**src/rtl/bram_chk_pkg.sv**
```systemverilog
// Shared types for the BRAM self-test: FSM states, pattern seed and pattern function.
// No logic or latency of its own. No backpressure.
package bram_chk_pkg;

  typedef enum logic [2:0] {IDLE, WRITE, READ, DRAIN, DONE} state_t;

  localparam logic [31:0] DEFAULT_SEED = 32'h0000_00A5;

  // Callers zero-extend the address and truncate the result to their data width.
  function automatic logic [31:0] expected(input logic [31:0] addr, input logic [31:0] seed);
    return addr ^ seed;
  endfunction

endpackage

```
**src/rtl/bram_chk_cmp.sv**
```systemverilog
// Read-back checker: registers the issued read address, compares the returned word one cycle later.
// Results land one cycle after the data returns. No backpressure: one compare per cycle.
module bram_chk_cmp
  import bram_chk_pkg::*;
#(
  parameter int          ADDR_W = 8,
  parameter int          DATA_W = 8,
  parameter logic [31:0] SEED   = DEFAULT_SEED
) (
  input  logic              clk,
  input  logic              reset,
  input  logic              clear,
  input  logic              rd_issue,
  input  logic [ADDR_W-1:0] rd_addr,
  input  logic [DATA_W-1:0] rdata,
  output logic [ADDR_W:0]   err_count,
  output logic [ADDR_W-1:0] first_err_addr
);

  logic              vld_q;
  logic [ADDR_W-1:0] addr_q;
  logic              mismatch;

  assign mismatch = vld_q && (rdata != DATA_W'(expected(32'(addr_q), SEED)));

  always_ff @(posedge clk) begin
    if (reset) begin
      vld_q          <= 1'b0;
      addr_q         <= '0;
      err_count      <= '0;
      first_err_addr <= '0;
    end else begin
      vld_q  <= rd_issue;
      addr_q <= rd_addr;
      if (clear) begin
        err_count      <= '0;
        first_err_addr <= '0;
      end else if (mismatch) begin
        if (err_count != '1)
          err_count <= err_count + (ADDR_W+1)'(1);
        if (err_count == '0)
          first_err_addr <= addr_q;
      end
    end
  end

endmodule

```
**config.mk**
```make
export PLATFORM = sky130hd
export DESIGN_NAME = bram_chk_cmp
export DESIGN_NICKNAME = d
export VERILOG_FILES = /design/src/rtl/bram_chk_pkg.sv /design/src/rtl/bram_chk_cmp.sv
export SDC_FILE = /design/constraint.sdc
export NUM_CORES = 1
export LEC_CHECK = 0
export CAP_MARGIN = 20
export CELL_PAD_IN_SITES_DETAIL_PLACEMENT = 0
export CELL_PAD_IN_SITES_GLOBAL_PLACEMENT = 1
export CORE_AREA = 2 2 65 67
export DETAILED_ROUTE_END_ITERATION = 8
export DIE_AREA = 0 0 67 69
export MAX_ROUTING_LAYER = met4
export PLACE_DENSITY_LB_ADDON = 0.1
export SLEW_MARGIN = 20
export SYNTH_ARGS = -nofsm -noshare
export SYNTH_HDL_FRONTEND = slang
export SYNTH_SLANG_ARGS = --single-unit
```
**constraint.sdc**
```tcl
create_clock -name clk -period 1.7 [get_ports clk]
set_input_delay 0.34 -clock clk [delete_from_list [all_inputs] [get_ports clk]]
set_output_delay 0.34 -clock clk [all_outputs]
set_load 0.02 [all_outputs]
```
==> results.yml, run 1 <==
route:
  viasPerCell: 4.466
  drc: 0
  wl_mm: 2.830
  drt_iter0_drc: 91
  vias: 1045
  antenna_left: 0
  wire_per_inst_um: 12.09
  dr.pass1.iters: 4
timing:
  fin_crit_sh: 1.046
  finalMaxSlewViolations: 0
  finalSetupTns_ns: -0.2531
  setup_violations: 4
  finClkSkew_ns: 0.002317
  rsz0062_at_grt: "yes"
  slew_headroom: 0.7867
  worstMarginPinSlew_ns: 0.3173
  max_freq_mhz: 562.4
  final-hold-violation-count: 0
  layout_min_cycle_time_ns: 1.778
  whs_ns: 0.4639
  setup_ws_ns: -0.07810
worst_setup_path:
  critPathLaunchType: "flop"
  end_kind: "flop"
  cp.required_ns: 1.90
  slowest_stage: "or4_1"
  r2r_setup_slack_ns: -0.08
  critPathMaxFanout: 6
  r2r_cells: 7
  r2r_start: "err_count[0]$_SDFFE_PP0P_"
  slowest_delay_ns: 0.47
  crit_chain: "ha_4 -> nand3_4 -> nor2_4 -> ha_4 -> a211o_4 -> or4_1 -> a21oi_1"
  arrival_ns: 1.98
  path_class: "reg2reg"
  cp_common_cell: "ha_4"
  crit-reg2reg-capture: "err_count[7]$_SDFFE_PP0P_"
clock_tree:
  cts_tree: "built"
  numClockSinks: 26
  insertion_delay_ns: 0.27
  cts-root-buf: "clkbuf_8"
  cts_buffer_depth: 2
  clkTransAtPathRegs_ns: 0.09
  cts_buffers: 3
  htreeDepth: 1
  hold_buffers: 0
global_route:
  grt_pass1_wl_mm: 4.830
  use_met2: 0.1914
  use_met1: 0.2008
  gr-usage-all-layers: 0.1386
  grt_max_degree: 21
  grt_antenna_before_repair: 0
  gr-max-usage-layer: "met1"
  grt_use_met3: 0.01958
  grt-ovfl-total: 0
  grt_pass1_vias: 1019
pwr:
  p_leak_nw: 0.8258
  ir_drop_mv: 0.2985
  power_density_nw_per_um2: 658.2
yosys:
  yosysSeqAreaShare: 0.4871
  synthCells: 123
  synth.avg_cell_area_um2: 8.687
  ys_ff_latch: 26
  syn_area_um2: 1069
  synth_nets: 146
  synth_warnings: 0
  ys_types: 22
run_status:
  status: "finished with violations"
  violations: "setup timing"
floorplan:
  die_y_um: 69
  initial_utilization: 0.2730
  core_um2: 3914
  io_pins: 37
  die_x_um: 67
  num_rows: 23
  die-area_um2: 4623
layout:
  diodes: 0
  final_nets: 208
  layout-drive-gt1-share: 0.2935
  fin_area_um2: 1906
  layout.filler_cells: 403
  synthToLayoutAreaGrowth_pct: 78.34
  final_util: 0.4869
hold_path:
  holdPathEnd: "first_err_addr[2]$_SDFFE_PP0P_"
  hold_path_depth: 2
  hold_class: "reg2reg"
  hp-start: "first_err_addr[2]$_SDFFE_PP0P_"
flow_run:
  cap_violations: 0
placed_design:
  dpl.hpwl_mm: 2.021
  portBuffers: 36
  routabilityCongestion: 0.7280
  placed_area_um2: 1652
  post-place-ws_ns: -0.6086
==> registers in the layout (all words and copies together), names as in the netlist <==
signal	cells
addr_q	8
err_count	9
first_err_addr	8
vld_q	1
==> Yosys cell counts <==
master | number | area [um2]
a211o_1 | 1 | 8.760
a21oi_1 | 7 | 35.03
and3_1 | 1 | 6.260
buf_2 | 1 | 5.000
clkbuf_1 | 5 | 18.77
dfxtp_1 | 26 | 520.5
ha_1 | 3 | 37.54
inv_1 | 4 | 15.01
nand2_1 | 13 | 48.80
nand3_1 | 13 | 65.06
nand4_1 | 1 | 6.260
nor2_1 | 3 | 11.26
nor2b_1 | 9 | 56.30
nor3_1 | 1 | 5.000
nor4_1 | 3 | 18.77
o21ai_0 | 14 | 70.07
o31ai_1 | 2 | 15.01
or2_2 | 1 | 6.260
or3_1 | 4 | 25.02
or4_1 | 2 | 15.01
xnor2_1 | 5 | 43.79
xor2_1 | 4 | 35.03
==> final cells by class <==
type / instances / area [um2] / area share
timing repair buffer: 62 / 570.5 / 0.2994
inverter: 4 / 15.01 / 0.007879
multi-input combinational: 88 / 658.1 / 0.3454
sequential: 26 / 533.0 / 0.2797
clock buffer: 4 / 66.31 / 0.03480
tap: 50 / 62.56 / 0.03283
==> per-stage QoR <==
stage | power (mW) | std cells
after floorplan | 0.7009 | 123
after global placement | 0.7806 | 223
after detailed placement | 0.7839 | 223
after CTS | 1.263 | 233
after global routing | 1.302 | 234
final | 1.254 | 234
==> placed cells by master, fill, tap and decap left out, types with 2 or more instances in the layout <==
| cell type | count |
|---|---|
| buf_4 | 22 |
| dfxtp_1 | 20 |
| clkdlybuf4s50_1 | 20 |
| nand2_1 | 13 |
| nand3_1 | 12 |
| o21ai_0 | 11 |
| nor2b_1 | 9 |
| dlygate4sd2_1 | 9 |
| dlymetal6s2s_1 | 7 |
| a21oi_1 | 5 |
| inv_1 | 4 |
| or3_1 | 4 |
| dfxtp_2 | 4 |
| xnor2_2 | 3 |
| o21ai_1 | 3 |
| clkbuf_8 | 3 |
| buf_6 | 3 |
| xor2_2 | 2 |
| xor2_1 | 2 |
| xnor2_1 | 2 |
| nor4_2 | 2 |
| a211o_4 | 2 |
| o31ai_1 | 2 |
| or4_1 | 2 |
| a21oi_2 | 2 |
| nor2_1 | 2 |
| ha_4 | 2 |
| dfxtp_4 | 2 |
==> layer usage <==
metal	vias up	wire, um
li1	543	-
met3	4	133
met5	-	0
met1	466	1369
met4	0	51
met2	32	1276
==> where the power goes <==
group          switching (mW)  internal [mW]  total (mW)
clock network           0.198          0.256       0.454
logic                  0.0698         0.0964       0.166
registers              0.0124          0.621       0.634
total                   0.281          0.974        1.25
==> worst max-delay path by stage <==
stage	depth (start not counted)	slack [ns]	to	start
3_3_place_gp	7	-0.57	err_count[5]$_SDFFE_PP0P_	rdata[6]
5_1_grt	7	-0.13	err_count[7]$_SDFFE_PP0P_	err_count[0]$_SDFFE_PP0P_
3_5_place_dp	7	-0.61	err_count[7]$_SDFFE_PP0P_	rdata[1]
2_1_floorplan	7	-0.08	err_count[5]$_SDFFE_PP0P_	err_count[5]$_SDFFE_PP0P_
6_report	7	-0.08	err_count[7]$_SDFFE_PP0P_	err_count[0]$_SDFFE_PP0P_
4_1_cts	7	-0.19	err_count[7]$_SDFFE_PP0P_	err_count[0]$_SDFFE_PP0P_
==> logic make-up after synthesis <==
family	synth area share
flip-flops	0.4871
AO/OA/AOI/OAI	0.1206
adder cells (fa/ha/maj)	0.03513
buffers and inverters	0.03629
XOR/XNOR	0.07377
AND/OR/NAND/NOR	0.2471
==> critical path, delay by kind of cell (launching register included) <==
kind / cells / cell delay, ns
compound gates: 2 / 0.43
simple gates: 3 / 0.60
flops: 1 / 0.36
fa+ha+maj: 2 / 0.33
==> what timing repair did <==
item,CTS,global route
resized for setup,25,18
buffers inserted,5,1
setup endpoints to repair,11,24
pin swaps,15,5
cloned,2,0
Note: power is estimated with default switching activity, not from simulation.
==> inputs of run 2 (changes only) <==
--- a/config.mk
+++ b/config.mk
@@ -10,5 +10,5 @@
 export CELL_PAD_IN_SITES_GLOBAL_PLACEMENT = 1
-export CORE_AREA = 2 2 65 67
+export CORE_AREA = 2 2 61 63
 export DETAILED_ROUTE_END_ITERATION = 8
-export DIE_AREA = 0 0 67 69
+export DIE_AREA = 0 0 63 65
 export MAX_ROUTING_LAYER = met4
==> constraint.sdc (replaced) <==
create_clock -name clk -period 1.95 [get_ports clk]
set_input_delay 0.195 -clock clk [delete_from_list [all_inputs] [get_ports clk]]
set_output_delay 0.195 -clock clk [all_outputs]
set_load 0.02 [all_outputs]
==> results.yml, run 2 (synthesized netlist as in run 1, its figures left out) <==
hold_path:
  hold_class: "in2reg"
  hold_path_depth: 2
global_route:
  gr-usage-all-layers: 0.1448
  grt_max_degree: 21
  gr-max-usage-layer: "met2"
  grt_use_met3: 0.02083
  use_met1: 0.1569
  grt-ovfl-total: 0
  grt_pass1_vias: 1012
  grt_antenna_before_repair: 0
  grt_pass1_wl_mm: 4.547
  use_met2: 0.2699
layout:
  multi_input_area_um2: 558.0
  reg_top3: "err_count (9), addr_q (8), first_err_addr (8)"
  final_util: 0.4757
  final_common_cell: "clkdlybuf4s50_1"
  layout.filler_cells: 370
  final-seq-area_um2: 525.5
  final_nets: 193
  fin_area_um2: 1663
  synthToLayoutAreaGrowth_pct: 55.62
  layout-drive-gt1-share: 0.1657
  layout_common_cells: "36 x clkdlybuf4s50_1, 22 x dfxtp_1, 14 x o21ai_0, 13 x nand2_1, 12 x nand3_1"
  regMostFlops: "err_count"
  largest_reg_flops: 9
  diodes: 0
  fin_cells: 217
timing:
  whs_ns: 0.4025
  fin_crit_sh: 0.9629
  rsz0062_at_grt: "no"
  layout_min_cycle_time_ns: 1.878
  finalSetupTns_ns: 0
  worstMarginPinSlew_ns: 0.4910
  max_freq_mhz: 532.6
  setup_violations: 0
  setup_ws_ns: 0.07241
  final-hold-violation-count: 0
  finalMaxSlewViolations: 0
  slew_headroom: 0.6696
  finClkSkew_ns: 0.01648
route:
  wl_mm: 2.621
  wire_per_inst_um: 12.08
  dr.pass1.iters: 4
  viasPerCell: 4.742
  drt_iter0_drc: 53
  antenna_left: 0
  vias: 1029
  drc: 0
floorplan:
  die_x_um: 63
  die_y_um: 65
  num_rows: 22
  core_um2: 3496
  die-area_um2: 4095
  initial_utilization: 0.3057
  io_pins: 37
placed_design:
  portBuffers: 36
  placed_area_um2: 1533
  dpl.hpwl_mm: 1.989
  post-place-ws_ns: -0.05199
  dp.cells: 210
  routabilityCongestion: 0.8119
worst_setup_path:
  r2r_cells: 7
  critPathLaunchType: "flop"
  path_class: "reg2reg"
  critPathMaxFanout: 6
  end_kind: "flop"
  arrival_ns: 2.14
  cp.required_ns: 2.21
clock_tree:
  cts_buffers: 3
  cts-root-buf: "clkbuf_4"
  cts_buffer_depth: 2
  htreeDepth: 1
  numClockSinks: 26
  clkTransAtPathRegs_ns: 0.16
  insertion_delay_ns: 0.33
  cts_tree: "built"
pwr:
  finalPower_mw: 1.046
  p_leak_nw: 0.5732
  ir_drop_mv: 0.3218
  power_density_nw_per_um2: 629.2
flow_run:
  cap_violations: 0
run_status:
  status: "finished clean"
[run 2: cell types whose count changed in the layout (fill, tap and decap cells not counted), moves of 3 or more]
cell,delta
nor4_1,+3
dlymetal6s2s_1,-7
buf_4,-12
xnor2_2,-3
clkbuf_8,-3
clkbuf_4,+3
o21ai_1,-3
clkdlybuf4s50_1,+16
o21ai_0,+3
xnor2_1,+3
dlygate4sd2_1,-9
[run 2: timing repair]
action                                  4_1_cts  5_1_grt
endpoints found under the setup margin        0        5
resized for setup                             0       14
buffers inserted                              0        2
hold buffers                                  0        0
[run 2: final timing paths]
path | slack [ns] | startpoint | endpoint
hold reg to reg | 0.47 | first_err_addr[2]$_SDFFE_PP0P_ | first_err_addr[2]$_SDFFE_PP0P_
setup reg to reg | 0.07 | err_count[1]$_SDFFE_PP0P_ | err_count[5]$_SDFFE_PP0P_
setup / recovery | 0.07 | err_count[1]$_SDFFE_PP0P_ | err_count[5]$_SDFFE_PP0P_
hold / removal | 0.40 | rd_addr[7] | addr_q[7]$_SDFF_PP0_
[run 2: report_power, final]
part / internal, mW / switching, mW / total [mW] / leakage (nW)
logic: 0.0678 / 0.0457 / 0.113 / 0.331
registers: 0.545 / 0.0101 / 0.555 / 0.214
clock network: 0.208 / 0.170 / 0.378 / 0.0279
total: 0.820 / 0.226 / 1.05 / 0.573
[run 2: per-layer routing]
layer,share of wire,wire [um]
met1,0.40,1053
met2,0.55,1453
met3,0.036,95
met4,0.0069,18
met5,0,0
[run 2: critical path: stages (launching register included)]
cell and delay (ns):
dfxtp_2 0.37, ha_4 0.17, nand3_4 0.08, nor2_1 0.05
ha_2 0.16, a211o_4 0.34, or4_1 0.51, a21oi_1 0.12
[run 2: cell type report]
class / instances / share of cell area
Multi-Input combinational cell: 87 / 0.3356
Sequential cell: 26 / 0.3160
Timing Repair Buffer: 48 / 0.2716
Tap cell: 48 / 0.03612
Clock inverter: 1 / 0.01806
Clock buffer: 3 / 0.01354
Inverter: 4 / 0.009029
==> RTL edit 1: new RTL, flow settings as in run 2 <==
`DATA_W`: 8 -> 12.
--- a/src/rtl/bram_chk_cmp.sv
+++ b/src/rtl/bram_chk_cmp.sv
@@ -4,7 +4,7 @@
   import bram_chk_pkg::*;
 #(
   parameter int          ADDR_W = 8,
-  parameter int          DATA_W = 8,
+  parameter int          DATA_W = 12,
   parameter logic [31:0] SEED   = DEFAULT_SEED
 ) (
   input  logic              clk,
Interface: changed (resized rdata); port bits go from 37 to 41. No check against the original RTL was run, so the function may have changed too.
==> RTL edit 1 against run 2 <==
- final area increased by 12%
- synthesized area rose by 13%
- utilization increased by 5.6 points
- sequential cell count stayed put
- global-route usage rose by 0.60 points
- first-iteration DRC count fell by 40%
- setup slack improved by 0.0043 ns
- hold slack about the same
- wire length increased by 8.4%
- power decreased by 6.8%
==> RTL edit 1: results (changes against run 2) <==
.. list-table::
   :header-rows: 1

   * - Metric
     - Value
   * - Reported combinational group power
     - 0.148 mW (+31%)
   * - Launch point of the worst reg-to-reg path
     - err_count[0]
   * - Highest net fanout along the worst path
     - 8 (+2)
   * - Worst-case setup slack after placement
     - -0.176 ns (-0.125 ns)
   * - Max-Slew Margin vs Limit
     - 0.694 (+0.0240)
   * - Multi-In Gates
     - 93 (+6.9%)
   * - Pin count of the biggest net entering global routing
     - 19 (-9.5%)
   * - FMAX
     - 534 MHz (+0.23%)
   * - Number of buffers added on ports
     - 40 (+11%)
   * - Filler instances
     - 352 (-4.9%)
   * - Worst reg-to-reg path cell count
     - 9 (+2)
   * - Final clock-cell share
     - 0.0195 (-0.0121)
   * - Power drawn by the clock network
     - 0.274 mW (-28%)
   * - Violation count after the first detailed-route iteration
     - 32 (-40%)
   * - Detailed-route via count
     - 1109 (+7.8%)
   * - Number of ordinary inverters in the final layout
     - 3 (-1)
   * - Internal Dissipation
     - 0.746 mW (-9.1%)
   * - Portion of total power attributed to the clock network
     - 0.281 (-0.080)
   * - Relative area of non-clock buffer cells in the final design
     - 0.292 (+0.0204)
   * - Buffer count excluding the clock tree in the final layout
     - 55 (+15%)
   * - Sequential share of the synthesized area
     - 0.432 (-0.0551)
   * - Clock transition time at the flip-flop clock pins of the worst setup and hold paths
     - 0.14 ns (-0.02 ns)
   * - Global-route total usage across every layer
     - 0.151 (+0.00600)
   * - Wire length of the first global-routing pass
     - 4810 um (+5.8%)
   * - Largest stage delay, worst path
     - 0.38 ns (-0.13 ns)
   * - CP max stage cell
     - sky130_fd_sc_hd__dfxtp_4
   * - Status
     - completed
   * - Maximum vdd drop
     - 0.000249 V (-23%)
   * - Final standard cell utilization of the core
     - 0.532 (+0.0562)
RTL edit 1: changes by cell type in the layout (fill, tap and decap cells not counted), moves of 4 or more:
cell,before,now
sky130_fd_sc_hd__a31o_1,0,5
sky130_fd_sc_hd__o21ai_0,14,8
sky130_fd_sc_hd__nor3_1,1,9
sky130_fd_sc_hd__and3_1,0,4
sky130_fd_sc_hd__nand2_1,13,6
sky130_fd_sc_hd__clkdlybuf4s50_1,36,40
sky130_fd_sc_hd__a21boi_1,0,8
RTL edit 1: cells by family (layout without fill, tap and decap cells):
group / after synthesis / count (layout) / share of synthesized area
compound gates: 28 / 28 / 0.170
flops: 26 / 26 / 0.432
simple gates: 51 / 51 / 0.246
buf+inv: 10 / 62 / 0.0384
fa+ha+maj: 3 / 3 / 0.0312
xor+xnor: 9 / 9 / 0.0654
mux: 2 / 2 / 0.0166
RTL edit 1: metal layers:
layer | wire length, um | up-vias | track usage
li1 | - | 566 | -
met4 | 29 | 0 | 0.0417
met5 | 0 | - | -
met2 | 1270 | 44 | 0.237
met3 | 169 | 4 | 0.0278
met1 | 1370 | 495 | 0.200
RTL edit 1: worst min-delay path by stage:
stage / start / endpoint / slack [ns]
2_1_floorplan: rd_addr[0] / addr_q[0] / 0.32
3_3_place_gp: first_err_addr[2] / first_err_addr[2] / 0.46
3_5_place_dp: first_err_addr[0] / first_err_addr[0] / 0.47
4_1_cts: rd_addr[7] / addr_q[7] / 0.40
5_1_grt: rd_addr[4] / addr_q[4] / 0.39
6_report: rd_addr[7] / addr_q[7] / 0.40
RTL edit 1: what timing repair did:
item,4_1_cts,5_1_grt
setup endpoints to repair,9,7
gates cloned,0,1
gates resized for setup,0,5
hold buffers,0,0
pin swaps,0,1
setup buffers,1,1
==> RTL edit 2: new RTL, config.mk and constraints of run 2 <==
Without the edit above. Take the reset off `addr_q` and load it in a clocked block of its own.
--- a/src/rtl/bram_chk_cmp.sv
+++ b/src/rtl/bram_chk_cmp.sv
@@ -26,12 +26,10 @@
   always_ff @(posedge clk) begin
     if (reset) begin
       vld_q          <= 1'b0;
-      addr_q         <= '0;
       err_count      <= '0;
       first_err_addr <= '0;
     end else begin
       vld_q  <= rd_issue;
-      addr_q <= rd_addr;
       if (clear) begin
         err_count      <= '0;
         first_err_addr <= '0;
@@ -44,5 +42,9 @@
     end
   end
 
+  always_ff @(posedge clk) begin
+    addr_q <= rd_addr;
+  end
+
 endmodule
 
Formal check against the unedited RTL: no difference found for any inputs over 10 cycles, from zero or initial values and one cycle with reset high; that may be too few to reach the edited logic, so the function may still have changed.
==> RTL edit 2 against run 2 <==
- die area stayed put
- synthesized area is 6.8% higher
- sequential cell count unchanged
- final area increased by 3.0%
- setup slack gained 0.079 ns
- count of clock-buffer cells in the layout is 1 higher
- critical path depth rose by 1
- wire length is 2.4% higher
- combinational power up 21%
- power decreased by 7.5%
- critical endpoint is now err_count[7]
==> RTL edit 2: results (changes against run 2) <==
.. list-table::
   :header-rows: 1

   * - Metric
     - Value
   * - Status
     - completed
   * - Total wire length after detailed routing
     - 2680 um (+2.4%)
   * - Last weighted congestion value of the routability-driven placer
     - 0.809 (-0.39%)
   * - Synth cell types
     - 23 (+4.5%)
   * - Number of global-route vias before repair
     - 1081 (+6.8%)
   * - Sequential cell area
     - 523 um2 (-0.48%)
   * - Terminating pin of the worst hold path
     - addr_q[3]
   * - Worst reg-to-reg path cell count
     - 8 (+1)
   * - Skew final
     - 0.00395 ns (-0.0125 ns)
   * - Filler instances
     - 360 (-2.7%)
   * - Leading cell types by count after synthesis
     - 32 x sky130_fd_sc_hd__nand2_1, 26 x sky130_fd_sc_hd__dfxtp_1, 17 x sky130_fd_sc_hd__mux2i_1, 6 x sky130_fd_sc_hd__or3_1
   * - Power Sequential
     - 0.556 mW (about the same)
   * - Count of cells along the worst hold path
     - 1 (-1)
   * - Highest net fanout along the worst path
     - 2 (-4)
   * - Met2 Usage GRT
     - 0.266 (-0.00399)
   * - Global-route total usage across every layer
     - 0.150 (+0.00491)
   * - Period utilisation layout
     - 0.922 (-0.0407)
   * - Start point of the worst min-delay path
     - rd_addr[3]
   * - Average wire per cell in the routed design
     - 12.4 um (+2.4%)
   * - Ranking of synthesized cells by area
     - sky130_fd_sc_hd__dfxtp_1 46%, sky130_fd_sc_hd__mux2i_1 15%, sky130_fd_sc_hd__nand2_1 11%
   * - Detailed route wirelength on metal3
     - 106 um (+12%)
   * - Syn_nets
     - 142 (-2.7%)
   * - Total placed cells including tap cells
     - 214 (+1.9%)
   * - Wire length on met2
     - 1320 um (-9.1%)
   * - Fraction of final layout cells with drive strength greater than 1
     - 0.172 (+0.00592)
   * - Placed Area
     - 1650 um2 (+7.8%)
   * - Maximum vdd drop
     - 0.000330 V (+2.5%)
   * - Pin count of the biggest net entering global routing
     - 29 (+38%)
   * - Sequential share of the synthesized area
     - 0.456 (-0.0310)
   * - Post-route worst hold slack
     - 0.303 ns (-0.0991 ns)
   * - Violation count after the first detailed-route iteration
     - 38 (-28%)
   * - Via density
     - 4.70 (-0.87%)
   * - Detailed placer's ending HPWL
     - 2020 um (+1.5%)
   * - Largest stage delay, worst path
     - 0.53 ns (+0.02 ns)
   * - Clock transition time at the flip-flop clock pins of the worst setup and hold paths
     - 0.14 ns (-0.02 ns)
   * - Pin slew with the least headroom to its limit
     - 0.588 ns (+0.0974 ns)
   * - Met1 global-route usage
     - 0.174 (+0.0171)
   * - Destination of the critical timing path
     - err_count[7]
   * - Arrival time at the worst endpoint
     - 2.06 ns (-0.08 ns)
   * - Wire length of the first global-routing pass
     - 4830 um (+6.2%)
   * - Combinational cell fraction of total power
     - 0.142 (+0.034)
   * - Detailed-routing wirelength on met1
     - 1240 um (+17%)
   * - Switching power total
     - 0.233 mW (+3.2%)
==> RTL edit 2: cell types whose count changed after synthesis, moves of 3 or more <==
cell / before / now
sky130_fd_sc_hd__nor2b_1: 9 / 1
sky130_fd_sc_hd__mux2i_1: 0 / 17
sky130_fd_sc_hd__clkbuf_1: 5 / 2
sky130_fd_sc_hd__o21ai_0: 14 / 0
sky130_fd_sc_hd__nand3_1: 13 / 3
sky130_fd_sc_hd__nand2_1: 13 / 32
sky130_fd_sc_hd__a211oi_1: 0 / 4
sky130_fd_sc_hd__a21oi_1: 7 / 2
==> RTL edit 2: layout make-up <==
class	count	share of cell area
multi-input combinational	88	0.369
clock buffer	4	0.0212
inverter	3	0.00657
sequential	26	0.305
timing repair buffer	48	0.263
tap	48	0.0351
==> RTL edit 2: cells by family after synthesis <==
group,count (synthesis),share of synthesized area
fa+ha+maj,3,0.0329
compound gates,8,0.0504
xor+xnor,8,0.0614
mux,17,0.149
flops,26,0.456
simple gates,52,0.234
buf+inv,5,0.0164
